## src/rtl/if_fetch_stage.sv

```systemverilog
// Instruction-fetch stage: builds each 32-bit instruction from four byte
// reads over an 8-bit memory port (little-endian). It presents {pc, instruction}
// to decode with a valid/stall handshake. A branch redirect aborts any fetch
// that is in progress.
module if_fetch_stage #(
  parameter int                    ADDR_WIDTH = 32,
  parameter int                    INST_WIDTH = 32,
  parameter logic [ADDR_WIDTH-1:0] RESET_PC   = '0
) (
  input  logic                  clk,
  input  logic                  reset,
  input  logic                  stall_in,
  input  logic                  branch_flag,
  input  logic [ADDR_WIDTH-1:0] branch_target,
  output logic                  mem_request,
  output logic [ADDR_WIDTH-1:0] mem_address,
  input  logic [7:0]            mem_data,
  input  logic                  mem_ready,
  output logic                  out_valid,
  output logic [ADDR_WIDTH-1:0] out_pc,
  output logic [INST_WIDTH-1:0] out_instruction
);

  // The encoding keeps FETCHk == k, so the low two bits give the byte offset.
  typedef enum logic [2:0] {
    FETCH0 = 3'd0,
    FETCH1 = 3'd1,
    FETCH2 = 3'd2,
    FETCH3 = 3'd3,
    HOLD   = 3'd4
  } state_e;

  state_e                  state_q;
  logic [ADDR_WIDTH-1:0]   pc_q;
  logic [23:0]             buf_q;       // bytes 0..2; byte 3 goes straight to the output
  logic                    out_valid_q;
  logic [ADDR_WIDTH-1:0]   out_pc_q;
  logic [INST_WIDTH-1:0]   out_instr_q;

  logic                    accept;
  logic [ADDR_WIDTH-1:0]   pc_d;

  assign accept = out_valid_q & ~stall_in;

  // Memory request and address decode from the state and pc.
  // A reset that arrives mid-fetch drops the request in the same cycle.
  // NOTE: every output of always_comb gets a default first, so no path
  // can leave it unassigned and infer a latch.
  always_comb begin
    mem_request = 1'b0;
    mem_address = pc_q;
    if (state_q != HOLD) begin
      mem_request = ~reset;
      mem_address = pc_q + ADDR_WIDTH'(state_q[1:0]);
    end
  end

  // Next pc: a redirect (word-aligned) takes priority over the +4 on accept.
  always_comb begin
    pc_d = pc_q;
    if (branch_flag)
      pc_d = {branch_target[ADDR_WIDTH-1:2], 2'b00};
    else if (state_q == HOLD && accept)
      pc_d = pc_q + ADDR_WIDTH'(4);
  end

  // Fetch sequencer, byte assembly and registered IF/ID outputs.
  // NOTE: state uses non-blocking assignments so that every register samples
  // the pre-edge values, whatever the statement order.
  always_ff @(posedge clk) begin
    if (reset) begin
      state_q     <= FETCH0;
      pc_q        <= RESET_PC;
      buf_q       <= '0;
      out_valid_q <= 1'b0;
      out_pc_q    <= RESET_PC;
      out_instr_q <= '0;
    end else if (branch_flag) begin
      state_q     <= FETCH0;
      pc_q        <= pc_d;
      buf_q       <= '0;
      out_valid_q <= 1'b0;
    end else begin
      pc_q <= pc_d;
      unique case (state_q)
        FETCH0: if (mem_ready) begin
          buf_q[7:0] <= mem_data;
          state_q    <= FETCH1;
        end
        FETCH1: if (mem_ready) begin
          buf_q[15:8] <= mem_data;
          state_q     <= FETCH2;
        end
        FETCH2: if (mem_ready) begin
          buf_q[23:16] <= mem_data;
          state_q      <= FETCH3;
        end
        FETCH3: if (mem_ready) begin
          out_instr_q <= {mem_data, buf_q};
          out_pc_q    <= pc_q;
          out_valid_q <= 1'b1;
          state_q     <= HOLD;
        end
        HOLD: if (accept) begin
          out_valid_q <= 1'b0;
          state_q     <= FETCH0;
        end
        default: state_q <= FETCH0;
      endcase
    end
  end

  assign out_valid       = out_valid_q;
  assign out_pc          = out_pc_q;
  assign out_instruction = out_instr_q;

endmodule
```

## config.mk

```make
export PLATFORM = sky130hd
export DESIGN_NAME = if_fetch_stage
export DESIGN_NICKNAME = d
export VERILOG_FILES = /design/src/rtl/if_fetch_stage.sv
export SDC_FILE = /design/constraint.sdc
export NUM_CORES = 1
export LEC_CHECK = 0
export ABC_AREA = 1
export BUFFER_PORTS_ARGS = -buffer_cell sky130_fd_sc_hd__clkbuf_2
export CAP_MARGIN = 30
export CORE_MARGIN = 10
export CORE_UTILIZATION = 54
export CTS_BUF_LIST = sky130_fd_sc_hd__clkbuf_2 sky130_fd_sc_hd__clkbuf_4 sky130_fd_sc_hd__clkbuf_8
export CTS_CLUSTER_DIAMETER = 200
export DETAILED_ROUTE_END_ITERATION = 16
export GPL_ROUTABILITY_DRIVEN = 1
export PLACE_DENSITY = 0.89
export SETUP_SLACK_MARGIN = 0.02
export SLEW_MARGIN = 20
export SYNTH_ARGS = -nofsm -noshare
export SYNTH_HDL_FRONTEND = slang
export SYNTH_SLANG_ARGS = --single-unit
```

## constraint.sdc

```tcl
create_clock -name clk -period 1.6 [get_ports clk]
set_input_delay 0.08 -clock clk [delete_from_list [all_inputs] [get_ports clk]]
set_output_delay 0.08 -clock clk [all_outputs]
set_load 0.01 [all_outputs]
```

Yosys cells after proc, flatten, opt, wreduce, memory -nomap -nowiden

Cells that the tools add are included.

Bits in registers: 124
Latch bits: 0
Memory bits (writable): 0
ROM bits: 0
Bits of input ports: 45
Output and inout port bits: 98
Logic and storage cells: 49
Memories: 0

Add/sub/neg operators: 2
Multiply operators: 0
Divide/modulo/power cells: 0
Order comparisons: 0
Equality and inequality tests: 10
Shifts and indexed selects: 0
Mux-type cells: 13
Bitwise logic cells: 4
Reductions and logical operators: 11

Operators with widths:

| cell                                          | number |
|---|---|
| 2-to-1 mux 32 bit                             | 3 |
| adder 32 x 2 -> 32 bit                        | 1 |
| adder 32 x 3 -> 32 bit, second input constant | 1 |
| 2-to-1 mux 3 bit                              | 5 |
| one-hot mux 3 bit (5 select lines)            | 1 |
| inequality test 2 bit, second input constant  | 5 |
| == test 3 x 2 -> 1 bit, second input constant | 2 |
| AND reduction 2 bit                           | 3 |
| AND reduction 3 bit                           | 2 |
| AND reduction 5 bit                           | 1 |
| nonzero test 2 bit                            | 2 |
| == test 3 x 1 -> 1 bit, second input constant | 1 |
| == test 3 bit, second input constant          | 1 |
| zero test 3 bit                               | 1 |
| 2-to-1 mux 1 bit                              | 3 |
| inequality test 3 bit, second input constant  | 1 |
| NOT 1 bit                                     | 3 |
| one-hot mux 1 bit (2 select lines)            | 1 |
| OR reduction 2 bit                            | 1 |
| bitwise AND 1 bit                             | 1 |
| logical AND 1 bit                             | 1 |

Depth between registers and ports, before layout

Gate-level depths: netlist (run 1).

Depth in word-level cells: 5
Mapped depth: 11
Depth with buffers taken out: 10

Worst setup path after synthesis (run 1)

OpenSTA, ideal clock, no wires.

Path kind: register -> register
From: register pc_q[3]
To: register pc_q[26]
Setup time: 132 ps
Arrival time: 1,351 ps
Required time: 1,468 ps
Path slack: 117 ps
Cell stages (with the launch flop): 11
Buffers on the path: 0
Period minus slack after synthesis: 1,483 ps
Path through: dfxtp_1 > ha_1 > nand2_1 > nor2_2 > nand2_1 > nor2_2 > nand2_1 > nand2_1 > nand3_1 > nand2_1 > a21oi_1

Longest elaborated chain between the ends: 3

RTL lines:

| what                     | RTL line | source |
|---|---|---|
| start: declaration       | 34       | `logic [ADDR_WIDTH-1:0] pc_q;` |
| start signal: assignment | 80       | `pc_q <= pc_d;` |
| start signal: assignment | 84       | `pc_q <= pc_d;` |
| adder 32 x 3 -> 32 bit   | 64       | `pc_d = pc_q + ADDR_WIDTH'(4);` |
| 2-to-1 mux 32 bit        | 63       | `else if (state_q == HOLD && accept)` |
| 2-to-1 mux 32 bit        | 61       | `if (branch_flag)` |

Every way passes these cells. The select of a mux whose other input is x is not followed.
A chain may end at the register's enable or synchronous reset.

Worst setup path after layout (run 1)

From: register pc_q[12]
To: register pc_q[15]

Same word-level chain as after synthesis.

==> results of run 1 <==
-- layout by cell type, fill, tap and decap left out, types with 2 or more instances in the layout --
master and n:
nand4_1 6, inv_8 4, nand2_1 135, a31oi_1 10, dfxtp_2 16, buf_4 24
nor2_2 13, clkbuf_2 138, nor2_4 8, clkbuf_8 17, dfxtp_1 104, clkinv_8 3
conb_1 2, nand2_2 5, nor3_1 2, dlygate4sd3_1 34, o211ai_1 5, nand2_4 3
inv_2 2, inv_1 53, o21ai_0 84, nand3_1 48, inv_6 7, buf_6 4
nor2_1 167, a21oi_1 49, clkinvlp_4 2, o21ai_1 2, buf_12 3
-- through the flow --
step                cells  setup TNS, ps  setup WS (ps)
floorplan             764              0            117
global placement     1020              0           91.5
detailed placement   1020              0           30.0
CTS                  1086              0           24.5
global route         1094           -323          -65.2
finish               1094              0           18.2
-- flip-flops by register name (all words and copies together), names as in the netlist --
register	count
out_valid	1
out_instruction	32
buf_q	24
state_q	3
out_pc	30
pc_q	30
-- metal layers --
metal  global-route usage, %  vias to the layer above  share of wire, %
met5                       0                        -                 0
met4                    10.7                        0               3.0
met3                    7.13                       51                10
met2                    36.8                      352                47
met1                    28.0                     2653                40
li1                        -                     2838                 -
-- power groups by stage --
stage          clock, mW  sequential [mW]  combinational [mW]
6_report            2.71             3.12               0.615
3_5_place_dp           0             3.18               0.523
5_1_grt             2.85             3.13               0.672
3_3_place_gp           0             3.18               0.510
2_1_floorplan          0             3.19               0.279
4_1_cts             2.68             3.11               0.593
-- tightest hold or removal path: stages --
cell      delay (ps)
clkbuf_2          80
nor2_1            90
nor2_1            50
nand2_1           60
a21oi_1           50
-- how the worst min path moves through the flow --
| stage | start | to | slack (ps) | cells past startpoint |
|---|---|---|---|---|
| 4_1_cts | branch_target[22] | pc_q[22] | 0.5 | 5 |
| 5_1_grt | branch_target[22] | pc_q[22] | 40 | 5 |
| 3_5_place_dp | branch_target[7] | pc_q[7] | 360 | 3 |
| 3_3_place_gp | branch_target[8] | pc_q[8] | 350 | 3 |
| 6_report | branch_target[20] | pc_q[20] | -3 | 5 |
| 2_1_floorplan | mem_data[0] | buf_q[16] | 220 | 2 |
-- cell families after synthesis --
kind of cell,share of synthesized area [%]
and+or+nand+nor,30.4
AOI/OAI and AO/OA,15.3
DFF,45.3
buffers and inverters,8.51
xor gates and xnor gates,0.165
adders and majority gates,0.236
other,0.0707
-- timing repair --
action                     CTS  global route
pin swaps                    0             4
setup endpoints to repair    1            69
resized for setup            1            44
gates cloned                 0             1
hold endpoints to repair    51             0
hold buffers                34             0
setup buffers                0             7
-- cell type report --
class	count	area share, %
Clock buffer	17	3.31
Clock inverter	15	2.18
Inverter	58	3.33
Multi-Input combinational cell	547	35.6
Sequential cell	120	34.3
Tap cell	133	2.35
Timing Repair Buffer	204	19.0
==> results.yml, run 1 <==
sta:
  clock_skew_ps: 13.6
  hold-worst-slack_ps: -2.89
  min_period_over_period_pct: 98.9
  final.min_clock_period_ps: 1580
  fmax_ghz: 0.632
  finalSetupViolCount: 0
  rsz0062_at_grt: "true"
  finalMaxSlewViolations: 0
  hold_violations: 1
setup_path:
  max_stage_delay_ps: 440
  crit_cells: 8
  cp-endpoint: "pc_q[15]"
  endpoint_kind: "flop"
  reg2reg_from: "pc_q[12]"
  slowest_stage: "dfxtp_1"
  crit_start: "pc_q[12]"
  r2r_setup_slack_ps: 20
  path_class: "reg -> reg"
  crit_chain: "nand2_1 -> nor2_1 -> nand2_1 -> nor2_4 -> buf_4 -> nand2_1 -> nand3_1 -> a31oi_1"
  crit_top_cell: "nand2_1"
  cp.required_ps: 1920
  r2r_end: "pc_q[15]"
  crit_buf_inv: 1
  cp_max_fo: 7
  rr_worst_depth: 8
  cp.arrival_ps: 1900
  startpoint_type: "flop"
  crit_family: "simple AND/OR/NAND/NOR gates"
synth:
  synth_ff_type: "dfxtp_1"
  yosys.cell_count.top_type: "nor2_1"
  synth.area.top_cells: "dfxtp_1 (45%), nor2_1 (13%), nand2_1 (9.8%)"
  synth-seq-cells: 120
  syn_avg_cell_area_um2: 6.96
  synth.top_cell.area_share_pct: 45.3
  synth_edf_count: 0
  synth_seq_area_share_pct: 45.3
  synth.distinct_cells: 34
  yosysTopAreaCell: "dfxtp_1"
  async_reset_ff_share_pct: 0
  syn-cell-area_mm2: 0.00531
  syn_inst: 763
  yosysWarnings: 0
  synth_commonest_cells: "nor2_1 (178), nand2_1 (138), dfxtp_1 (120)"
clock_network:
  htree_num_levels: 4
  clk_pin_slew_ps: 90
  cts_tree: "done"
  cts_root_buf: "clkbuf_8"
  numCtsBuffers: 17
  insertion_delay_ps: 450
  cts.sinks: 120
  clk_path_buf_depth: 2
global_route:
  track_usage_pct: 23.1
  grt_pass1_vias: 5540
  grt_max_degree: 38
  grt_pass1_wl_mm: 27.1
  overflow: 0
  antenna_found_initial: 0
floorplanning:
  io_pins: 143
  die_y_um: 119
  dieArea_mm2: 0.0142
  fp.coreArea_mm2: 0.00968
  num_rows: 36
  fp.dieW_um: 119
  initial_core_util_pct: 54.8
place:
  placed_cell_area_mm2: 0.00614
  dp_hpwl_mm: 11.8
  port_buffers: 138
  place.gp.congestion: 0.910
power_and_ir_drop:
  max-vdd-ir-drop_uv: 545
  p_clk_share_pct: 42.0
  pwr-share-comb_pct: 9.5
  power.density_mw_per_mm2: 912
  p_sw_share_pct: 30.6
  power_leakage_nw: 3.00
  switching_power_mw: 1.97
  power_mw: 6.44
  p_seq_share_pct: 48.4
  p_int_mw: 4.47
finish:
  drive_gt1_share_pct: 26.3
  regArea_mm2: 0.00242
  postLayoutCoreUtil_pct: 73.0
  syn2layout_area_growth_pct: 33.2
  final_area_mm2: 0.00707
  fill_cells: 682
  nNetsFinal: 994
  diodes: 0
  multiInputGateArea_mm2: 0.00251
job:
  maxCapViolations: 0
detailed_routing:
  via_per_inst: 5.39
  wl_mm: 17.6
  vias: 5894
  drtIter0Drc: 687
  wl_per_cell_um: 16.1
  ant_nets: 0
  drc_errors: 0
  drt_first_pass_iters: 6
worst_hold_path:
  hold_path_class: "in -> reg"
status:
  outcome: "complete, but fails checks"
  violations: "negative hold slack"
No activity file was read; power rests on OpenSTA's default activity.
==> run 2, diff against run 1 <==
CORE_ASPECT_RATIO = 0.6   (was default)
==> run 2 against run 1 <==
Compared with the run above:
- the flow now finishes without violations
- setup slack better by 7.5 ps
- count of clock-buffer cells in the layout grew 1
- combinational power up 3.9%
- first-iteration DRC count grew 17%
- critical path depth is 1 higher
- hold slack improved by 17 ps
- clock skew is 1.9 ps lower
- sequential share of layout area shrank 1.1 points
- via count grew 2.2%
- highest routed layer unchanged
==> results.yml, run 2 (synthesis gave the netlist of run 1 again) <==
detailed_routing:
  drtIter0Drc: 807
  wl_per_cell_um: 17.2
  wl_mm: 19.0
  vias: 6022
  drc_errors: 0
  drt_first_pass_iters: 6
  via_per_inst: 5.44
  ant_nets: 0
clock_network:
  cts.sinks: 120
  clk_pin_slew_ps: 80
  clk_path_buf_depth: 2
  insertion_delay_ps: 440
  numCtsBuffers: 17
  htree_num_levels: 4
  cts_tree: "done"
  cts_root_buf: "clkbuf_8"
finish:
  postLayoutCoreUtil_pct: 78.1
  final_common_cell: "nor2_1"
  largest_reg_flops: 32
  syn2layout_area_growth_pct: 37.6
  diodes: 0
  drive_gt1_share_pct: 28.6
  layout_common_cells: "nor2_1 (163), clkbuf_2 (138), nand2_1 (130)"
  nNetsFinal: 1009
power_and_ir_drop:
  max-vdd-ir-drop_uv: 605
  p_sw_share_pct: 24.7
  p_clk_share_pct: 47.4
  p_int_mw: 5.38
  switching_power_mw: 1.77
  power.density_mw_per_mm2: 978
  p_seq_share_pct: 43.7
  power_leakage_nw: 3.15
  pwr-share-comb_pct: 8.9
  power_mw: 7.14
worst_hold_path:
  hold_path_class: "in -> reg"
sta:
  finalMaxSlewViolations: 0
  rsz0062_at_grt: "true"
  clock_skew_ps: 11.7
  fmax_ghz: 0.635
  hold_violations: 0
  fin_ws_ps: 25.7
  finalSetupViolCount: 0
  final.min_clock_period_ps: 1570
  min_period_over_period_pct: 98.4
setup_path:
  path_class: "reg -> reg"
  cp.required_ps: 1910
  slowest_stage: "dfxtp_1"
  startpoint_type: "flop"
  cp_max_fo: 5
  crit_top_cell: "nand2_1"
  max_stage_delay_ps: 440
  crit_chain: "nand2_1 -> nor2_2 -> nand2_1 -> nor2_4 -> nand2_1 -> nand2_1 -> nand3_1 -> nand2_1 -> a21oi_1"
  cp.arrival_ps: 1880
  endpoint_kind: "flop"
floorplanning:
  die_y_um: 96.8
  dieArea_mm2: 0.0143
  io_pins: 143
  fp.coreArea_mm2: 0.00936
  fp.dieW_um: 148
  num_rows: 27
  initial_core_util_pct: 56.7
place:
  place.gp.congestion: 1.00
  dp_slack_ps: -45.5
  dp_hpwl_mm: 13.2
  port_buffers: 138
job:
  maxCapViolations: 0
global_route:
  antenna_found_initial: 0
  track_usage_pct: 24.8
  overflow: 0
  grt_pass1_wl_mm: 28.9
  grt_pass1_vias: 5434
  grt_max_degree: 27
status:
  outcome: "finished clean"
-- run 2: cell types whose count changed in the layout (fill, tap and decap cells not counted), moves of 4 or more --
cell and delta:
bufinv_16 +6, buf_4 +23, dfxtp_2 -5, nand2_2 +4, dlygate4sd3_1 -5, nand2_1 -5
nor2_1 -4, inv_6 -5, dfxtp_1 +4, nor2_4 +5
-- run 2: cell type report --
type | count | area [um2]
Fill cell | 709 | 2050
Sequential cell | 120 | 2420
Timing Repair Buffer | 218 | 1410
Multi-Input combinational cell | 547 | 2580
Clock buffer | 18 | 248
Inverter | 58 | 233
Timing Repair inverter | 1 | 6.26
Tap cell | 130 | 163
Clock inverter | 14 | 244
-- run 2: power groups by stage --
stage          sequential [mW]  clock [mW]  combinational [mW]
6_report                  3.12        3.38               0.639
5_1_grt                   3.13        3.52               0.697
4_1_cts                   3.11        3.40               0.610
3_5_place_dp              3.18           0               0.548
3_3_place_gp              3.18           0               0.539
2_1_floorplan             3.19           0               0.279
-- run 2: layer usage --
metal | vias to the layer above | wire length [um] | GRT usage (%)
li1 | 2864 | - | -
met1 | 2698 | 8000 | 33.9
met2 | 411 | 7890 | 34.4
met3 | 49 | 2740 | 10.2
met4 | 0 | 424 | 8.06
met5 | - | 0 | 0
-- run 2: what timing repair did --
item                                    4_1_cts  5_1_grt
pin swaps                                     1        7
resized for setup                             7       51
cloned                                        2        0
buffers inserted                              5        4
hold buffers                                 29        0
hold endpoints to repair                     47        0
endpoints found under the setup margin       45       73
-- run 2: worst paths after layout --
path	from	endpoint	slack, ps	depth (start not counted)
setup reg to reg	pc_q[13]	pc_q[25]	30	9
hold reg to reg	buf_q[16]	buf_q[16]	470	2
hold / removal	branch_target[19]	pc_q[19]	10	5
setup / recovery	pc_q[13]	pc_q[25]	30	9
-- run 2: stage by stage --
| step | setup TNS, ps | std cells | hold slack [ps] | area [um2] |
|---|---|---|---|---|
| after global placement | 0 | 1035 | 352 | 6260 |
| after floorplan | 0 | 764 | 225 | 5310 |
| after CTS | 0 | 1103 | 0.408 | 7140 |
| final | 0 | 1106 | 13.7 | 7300 |
| after global routing | -214 | 1106 | 8.79 | 7300 |
| after detailed placement | -417 | 1035 | 356 | 6260 |
-- run 2: worst max-delay path, delay by kind of cell, from the launching register on --
| family | cells | cell delay, ps |
|---|---|---|
| and+or+nand+nor | 8 | 950 |
| DFF | 1 | 440 |
| AOI/OAI and AO/OA | 1 | 60 |
